[config.mk]
export PLATFORM = sky130hd
export DESIGN_NAME = div_seq
export DESIGN_NICKNAME = d
export VERILOG_FILES = /design/src/rtl/div_seq.sv
export SDC_FILE = /design/constraint.sdc
export NUM_CORES = 1
export LEC_CHECK = 0
export CORE_ASPECT_RATIO = 0.6
export CORE_MARGIN = 8
export CORE_UTILIZATION = 45
export CTS_CLUSTER_DIAMETER = 50
export DETAILED_ROUTE_END_ITERATION = 16
export PLACE_DENSITY_LB_ADDON = 0.1
export SLEW_MARGIN = 20
export SYNTH_ARGS = -nofsm -noshare
export SYNTH_HDL_FRONTEND = slang
export SYNTH_SLANG_ARGS = --single-unit
[constraint.sdc]
create_clock -name clk_i -period 5.6 [get_ports clk_i]
set_clock_uncertainty 0.1 [all_clocks]
set_input_delay 0.56 -clock clk_i [delete_from_list [all_inputs] [get_ports clk_i]]
set_output_delay 0.56 -clock clk_i [all_outputs]
set_load 0.02 [all_outputs]
[src/rtl/div_seq.sv]
// Unsigned restoring divider: DW-bit dividend by Width-bit divisor, one quotient bit per cycle.
// Latency: result valid DW edges after accept; divide-by-zero result valid right after the accept edge.
// Backpressure: result held in DONE until out_ready_i; no new operand accepted until the block is back in IDLE.
module div_seq #(
  parameter  int Width = 8,
  localparam int DW    = 2 * Width + 1
) (
  input  logic             clk_i,
  input  logic             rst_i,
  input  logic             in_valid_i,
  output logic             in_ready_o,
  input  logic [DW-1:0]    dividend_i,
  input  logic [Width-1:0] divisor_i,
  output logic             out_valid_o,
  input  logic             out_ready_i,
  output logic [DW-1:0]    quotient_o,
  output logic [Width-1:0] remainder_o,
  output logic             dz_o
);

  localparam int CW = $clog2(DW);

  typedef enum logic [1:0] {
    IDLE,
    BUSY,
    DONE
  } state_t;

  state_t state, state_nxt;

  // acc starts as the dividend and shifts left each iteration; quotient bits
  // enter at the LSB, so after DW iterations it holds the full quotient.
  logic [DW-1:0]    acc;
  logic [Width-1:0] dsr;
  logic [Width:0]   rem;
  logic [CW-1:0]    cnt;
  logic             dz;

  logic [Width:0]   trial;
  logic             ge;
  logic [Width:0]   rem_nxt;
  logic             last;

  // One restoring step: shift the next dividend bit into the partial remainder,
  // then subtract the divisor if it fits. rem[Width] acts as the carry-out of
  // the shift so the compare stays correct for any divisor value.
  always_comb begin
    trial   = {rem[Width-1:0], acc[DW-1]};
    ge      = rem[Width] | (trial >= {1'b0, dsr});
    rem_nxt = ge ? (trial - {1'b0, dsr}) : trial;
    last    = (cnt == CW'(DW - 1));
  end

  // State register; reset aborts any operation in flight.
  always_ff @(posedge clk_i or posedge rst_i) begin
    if (rst_i) begin
      state <= IDLE;
    end else begin
      state <= state_nxt;
    end
  end

  // Next-state logic: zero divisor skips the iteration phase entirely.
  always_comb begin
    state_nxt = state;
    case (state)
      IDLE: begin
        if (in_valid_i) begin
          state_nxt = (divisor_i == '0) ? DONE : BUSY;
        end
      end
      BUSY: begin
        if (last) begin
          state_nxt = DONE;
        end
      end
      DONE: begin
        if (out_ready_i) begin
          state_nxt = IDLE;
        end
      end
      default: state_nxt = IDLE;
    endcase
  end

  // Datapath: capture on accept, iterate in BUSY, hold in DONE, clear on handshake.
  always_ff @(posedge clk_i or posedge rst_i) begin
    if (rst_i) begin
      acc <= '0;
      dsr <= '0;
      rem <= '0;
      cnt <= '0;
      dz  <= 1'b0;
    end else begin
      case (state)
        IDLE: begin
          if (in_valid_i) begin
            rem <= '0;
            cnt <= '0;
            if (divisor_i == '0) begin
              acc <= '1;
              dsr <= '0;
              dz  <= 1'b1;
            end else begin
              acc <= dividend_i;
              dsr <= divisor_i;
              dz  <= 1'b0;
            end
          end
        end
        BUSY: begin
          acc <= {acc[DW-2:0], ge};
          rem <= rem_nxt;
          cnt <= cnt + CW'(1);
        end
        DONE: begin
          if (out_ready_i) begin
            acc <= '0;
            dsr <= '0;
            rem <= '0;
            cnt <= '0;
            dz  <= 1'b0;
          end
        end
        default: begin
          acc <= '0;
          dsr <= '0;
          rem <= '0;
          cnt <= '0;
          dz  <= 1'b0;
        end
      endcase
    end
  end

  // Outputs are only meaningful in DONE; elsewhere they read as zero.
  // in_ready_o is masked by rst_i so it stays low while reset is held.
  always_comb begin
    in_ready_o  = (state == IDLE) && !rst_i;
    out_valid_o = (state == DONE);
    quotient_o  = out_valid_o ? acc : '0;
    remainder_o = out_valid_o ? rem[Width-1:0] : '0;
    dz_o        = out_valid_o ? dz : 1'b0;
  end

endmodule

==> results of run 1 <==
==> final cells by class <==
| cell class | instances | area (um2) | share of cell area, % |
|---|---|---|---|
| repair buffers | 59 | 583.1 | 17.52 |
| multi-input cells | 207 | 1429 | 42.93 |
| clock inverters | 3 | 40.04 | 1.203 |
| flip-flops and latches | 42 | 1051 | 31.58 |
| well taps | 80 | 100.1 | 3.008 |
| inverters | 15 | 56.30 | 1.692 |
| clock buffers | 5 | 68.82 | 2.068 |
==> registers in the layout, summed over array words and instances (netlist names) <==
| name | count |
|---|---|
| acc | 17 |
| rem | 9 |
| dsr | 8 |
| cnt | 5 |
| state | 2 |
| dz | 1 |
==> metal layers <==
metal / vias up / track usage [%] / share of wire (%)
li1: 1106 / - / -
met4: 0 / 2.635 / 0.24
met5: - / 0 / 0
met1: 1084 / 25.68 / 54
met2: 59 / 22.95 / 40
met3: 2 / 4.243 / 5.3
==> power by group <==
part           switching (uW)  total (uW)  internal, uW
logic                     682        1200           518
registers                 120         555           434
clock network             111         242           131
==> worst paths after layout <==
kind / start / end / depth (start not counted)
worst min register to register: dsr[4]$_DFFE_PP0P_ / dsr[4]$_DFFE_PP0P_ / 1
min in group asynchronous: rst_i / acc[7]$_DFFE_PP0P_ / 3
max in group asynchronous: rst_i / dsr[6]$_DFFE_PP0P_ / 3
worst max-delay path: state[1]$_DFFE_PP0P_ / quotient_o[2] / 4
worst max register to register: state[1]$_DFFE_PP0P_ / acc[1]$_DFFE_PP0P_ / 4
worst min-delay path: dsr[4]$_DFFE_PP0P_ / dsr[4]$_DFFE_PP0P_ / 1
==> stage by stage <==
step / instances / utilization (%) / hold slack (ns) / setup WS, ns
global route: 411 / 59.75 / 0.4278 / 1.881
global placement: 403 / 57.75 / 0.3771 / 2.599
CTS: 411 / 59.70 / 0.4092 / 2.142
floorplan: 282 / - / 0.3532 / 3.419
detailed placement: 403 / 57.75 / 0.3744 / 2.483
finish: 411 / 59.75 / 0.4117 / 2.149
==> logic make-up after synthesis <==
kind of cell | synth area share [%]
xor gates and xnor gates | 1.009
buffers and inverters | 5.333
adders and majority gates | 5.574
AOI/OAI and AO/OA | 21.72
muxes | 5.430
and+or+nand+nor | 20.57
DFF | 40.37
==> critical path: stages (launching register included) <==
cell and delay (ns):
dfrtp_1 0.91, nor2b_1 0.51, buf_4 0.31, and2_1 0.15, clkdlybuf4s50_1 0.61
==> cell usage in the layout (no fill, tap or decap), drive strengths merged, types with 2 or more instances in the layout <==
cell	n
clkdlybuf4s50	56
dfrtp	42
nor2	28
and2	25
nand2	19
inv	15
o21ai	14
mux2i	13
o22a	12
a22o	10
ha	10
nor3	9
a21oi	8
nor2b	6
nand2b	5
clkbuf	5
o211ai	4
a211oi	4
a21o	4
nand4	3
a32o	3
a221o	3
o41ai	3
buf	3
or4	2
a31oi	2
or3	2
xor2	2
nor3b	2
clkinv	2
==> metrics, run 1 <==
outcome finished, final reports clean; Net Count, Synth 322; Mapped Cells 282; top-count cell post-synth dfrtp_1; Max Freq 289.8 MHz; Worst-Margin Slew 1.018 ns; Slew Limit Fails 0; Die Width 114.2 um; Skew-Pair Late Insertion Delay 0.29 ns; Post-CTS Hold Buffers 0; n_diodes 0; HPWL Detailed 5.147 mm; vias in the first global route 2,010; Area contributors post-synth dfrtp_1 (40%), and2_1 (6.0%), mux2i_1 (5.0%), ha_1 (4.8%), o22a_1 (4.0%); Synth Flop Type dfrtp_1; synth warn 0; Post-DP Area 3217 um2; Starting Density 46.74%; Min-Delay Path Class register to register; asr flop ratio synth 100.0%; DR iter-0 viols 123; critical path class register to output pin; CP Max Fanout 25; Die Area 8556 um2; final worst path period need 3.451 ns; CTS resizes 0; largest net degree at the start of global routing 43; TNS Setup 0 ns; FP Rows 21; core area 5570 um2; I/O Pins 57; EDFF count, synth 0; Setup violations, final 0; Vias/cell 5.477; Port Buffers 56; Arr. time, crit path 2.79 ns; post-synth cell types 51; total gr overflow 0; P&R area growth vs syn 27.82%; #FFs+latches synth 42; Routed WL 6.995 mm; vias 2,251; clock buffer count from CTS 5; Avg Cell Area, Syn 9.233 um2; layout cell share with drive strength beyond 1 6.042%; Critical Path RT 4.94 ns; # clock sinks 42; initial antenna violation count 0; TritonCTS clock tree built; CP endpoint kind output pin; routed len/inst 17.02 um; worst vdd ir 0.0002639 V; Bufs on Longest Clock Path 2; final instance area 3328 um2; first-pass GRT wire length 11.07 mm; Post-CTS Setup Bufs 0; FF-to-FF setup slack 2.85 ns; final antenna-violating net count 0; leading area contributor after synthesis dfrtp_1; Hold Fails Final Rpt 0; clk slew on worst S/H paths 0.09 ns; filler cell count in the final layout 503; htree depth 2; RSZ-0062 raised after global routing false; Slew HR 31.92%; Chip Height 74.92 um; CTS root buf clkbuf_8; gr usage total 16.77%; NumNets Final 370; Total Power 1996 uW; drc violations 0; CP startpoint kind register; Leak 0.001447 uW; max-cap viol count 0; DRT Pass-1 Iters 4; Final Wtd Congestion 0.8802; final worst-path cycle share 61.62%; list of most frequent post-synthesis cells dfrtp_1 (42), nor2_1 (27), and2_1 (25); Seq/Total Area, Yosys 40.37%; PD cells 599.8 nW/um2; top-area cell type share of the netlist area 40.37%; Synth Cell Area 2604 um2
Power figures use the tool's default switching activity.
==> run 2, diff against run 1 <==
==> constraint.sdc (replaced) <==
create_clock -name clk_i -period 3.2 [get_ports clk_i]
set_clock_uncertainty 0.1 [all_clocks]
set_input_delay 0.32 -clock clk_i [delete_from_list [all_inputs] [get_ports clk_i]]
set_output_delay 0.32 -clock clk_i [all_outputs]
set_load 0.02 [all_outputs]
==> metrics, run 2 (synthesis results as in run 1) <==
outcome finished, final reports clean; drc violations 0 (unchanged); clk slew on worst S/H paths 0.08 ns (about the same); first-pass GRT wire length 11.11 mm (+0.38%); routed len/inst 17.03 um (about the same); TNS Setup 0 ns (unchanged); Port Buffers 56 (unchanged); Vias/cell 5.438 (-0.72%); vias 2,262 (+0.49%); Max Freq 368.5 MHz; Min-Delay Path Class primary input to asynchronous set/reset pin; CP endpoint kind output pin; Die Width 114.2 um (unchanged); DR iter-0 viols 186 (+51%); FF-to-FF setup slack 0.71 ns (-2.14 ns); worst vdd ir 0.0004409 V (+67%); HPWL Detailed 5.220 mm (+1.4%); Starting Density 46.74% (unchanged); Cell Count, Final, Fillers Out 416 (+1.2%); Post-CTS Hold Buffers 0 (unchanged); final worst-path cycle share 84.81%; final worst path period need 2.714 ns; Setup violations, final 0 (unchanged); max-cap viol count 0 (unchanged); Critical Path RT 2.78 ns (-2.16 ns); final antenna-violating net count 0 (unchanged); Final Wtd Congestion 0.9355 (+6.3%); Largest regs acc: 17 flops, rem: 9 flops, dsr: 8 flops; CTS resizes 0 (unchanged); core area 5570 um2 (unchanged); Routed WL 7.084 mm (+1.3%); Reg-to-Reg Start rem[5]$_DFFE_PP0P_; Leak 0.001460 uW (+0.95%); max reg flops 17 (unchanged); R2R depth 6 (+2); Post-CTS Setup Bufs 0 (unchanged); Chip Height 74.92 um (unchanged); I/O Pins 57 (unchanged); RR Endpoint acc[0]$_DFFE_PP0P_; critical path class register to output pin; Arr. time, crit path 2.29 ns (-0.50 ns); P&R area growth vs syn 28.21%; Die Area 8556 um2 (unchanged); # clock sinks 42 (unchanged); Slew Limit Fails 0 (unchanged); largest net degree at the start of global routing 43 (unchanged); Skew-Pair Late Insertion Delay 0.30 ns (about the same); layout cell share with drive strength beyond 1 6.845% (+0.80 points); n_diodes 0 (unchanged); CP startpoint kind register; Reg with most FFs acc; most frequent cells in the layout clkdlybuf4s50_1 (56), dfrtp_1 (42), nor2_1 (27); DRT Pass-1 Iters 4 (unchanged); CTS root buf clkbuf_8; CP Max Fanout 20 (-20%); clock buffer count from CTS 5 (unchanged); placed cell count 408 (+1.2%); NumNets Final 375 (+1.4%); PD cells 1035 nW/um2 (+73%); total gr overflow 0 (unchanged); TritonCTS clock tree built; RSZ-0062 raised after global routing false; Hold Fails Final Rpt 0 (unchanged); htree depth 2 (unchanged); Worst-Margin Slew 0.5921 ns (-0.4258 ns); gr usage total 16.84% (+0.076 points); Slew HR 60.45% (+29 points); initial antenna violation count 0 (unchanged); Bufs on Longest Clock Path 2 (unchanged); most common cell after layout, fill and taps aside clkdlybuf4s50_1; FP Rows 21 (unchanged); vias in the first global route 2,044 (+1.7%)
## run 2: worst max-delay path, cell delays in order, from the launching register on
cell	delay, ns
dfrtp_1	0.38
nor2b_1	0.41
buf_4	0.32
inv_1	0.11
nor2_1	0.14
clkdlybuf4s50_1	0.63
## run 2: power by group
group	internal (uW)	switching [uW]	total [uW]
logic	939	1220	2160
registers	761	167	928
clock network	175	193	367
total	1870	1580	3460
## run 2: metrics by stage
stage	utilization [%]	power (uW)	hold WS [ns]	cell area, um2	worst slack (ns)
3_5_place_dp	58.29	3077	0.3734	3247	0.7196
6_report	59.93	3456	0.3868	3338	0.4860
4_1_cts	59.93	3450	0.4030	3338	0.4755
2_1_floorplan	-	2509	0.3121	2604	1.019
5_1_grt	59.93	3705	0.4192	3338	0.3058
3_3_place_gp	58.29	3057	0.3803	3247	0.7501
## run 2: worst max path at each step
stage                              start             endpoint  slack, ns  cells after the start
floorplan             rem[5]$_DFFE_PP0P_   rem[0]$_DFFE_PP0P_       1.02                      7
global placement              in_valid_i   dsr[0]$_DFFE_PP0P_       0.75                      5
detailed placement          divisor_i[5]  acc[16]$_DFFE_PP0P_       0.72                      6
CTS                 state[0]$_DFFE_PP0P_       remainder_o[0]       0.48                      5
global route        state[0]$_DFFE_PP0P_       remainder_o[0]       0.31                      5
finish              state[0]$_DFFE_PP0P_       remainder_o[0]       0.49                      5
## run 2: metal layers
layer | vias to the layer above | GRT usage [%] | part of all wire, %
met3 | 9 | 4.484 | 7.0
met4 | 0 | 5.417 | 1.1
li1 | 1114 | - | -
met2 | 73 | 23.08 | 40
met5 | - | 0 | 0
met1 | 1066 | 24.75 | 52
## run 2: cell type report
class / count / area (um2)
Tap cell: 80 / 100.1
Clock inverter: 1 / 5.005
Timing Repair Buffer: 64 / 620.6
Multi-Input combinational cell: 207 / 1419
Sequential cell: 42 / 1051
Clock buffer: 7 / 86.33
Inverter: 15 / 56.30
Fill cell: 500 / 2232
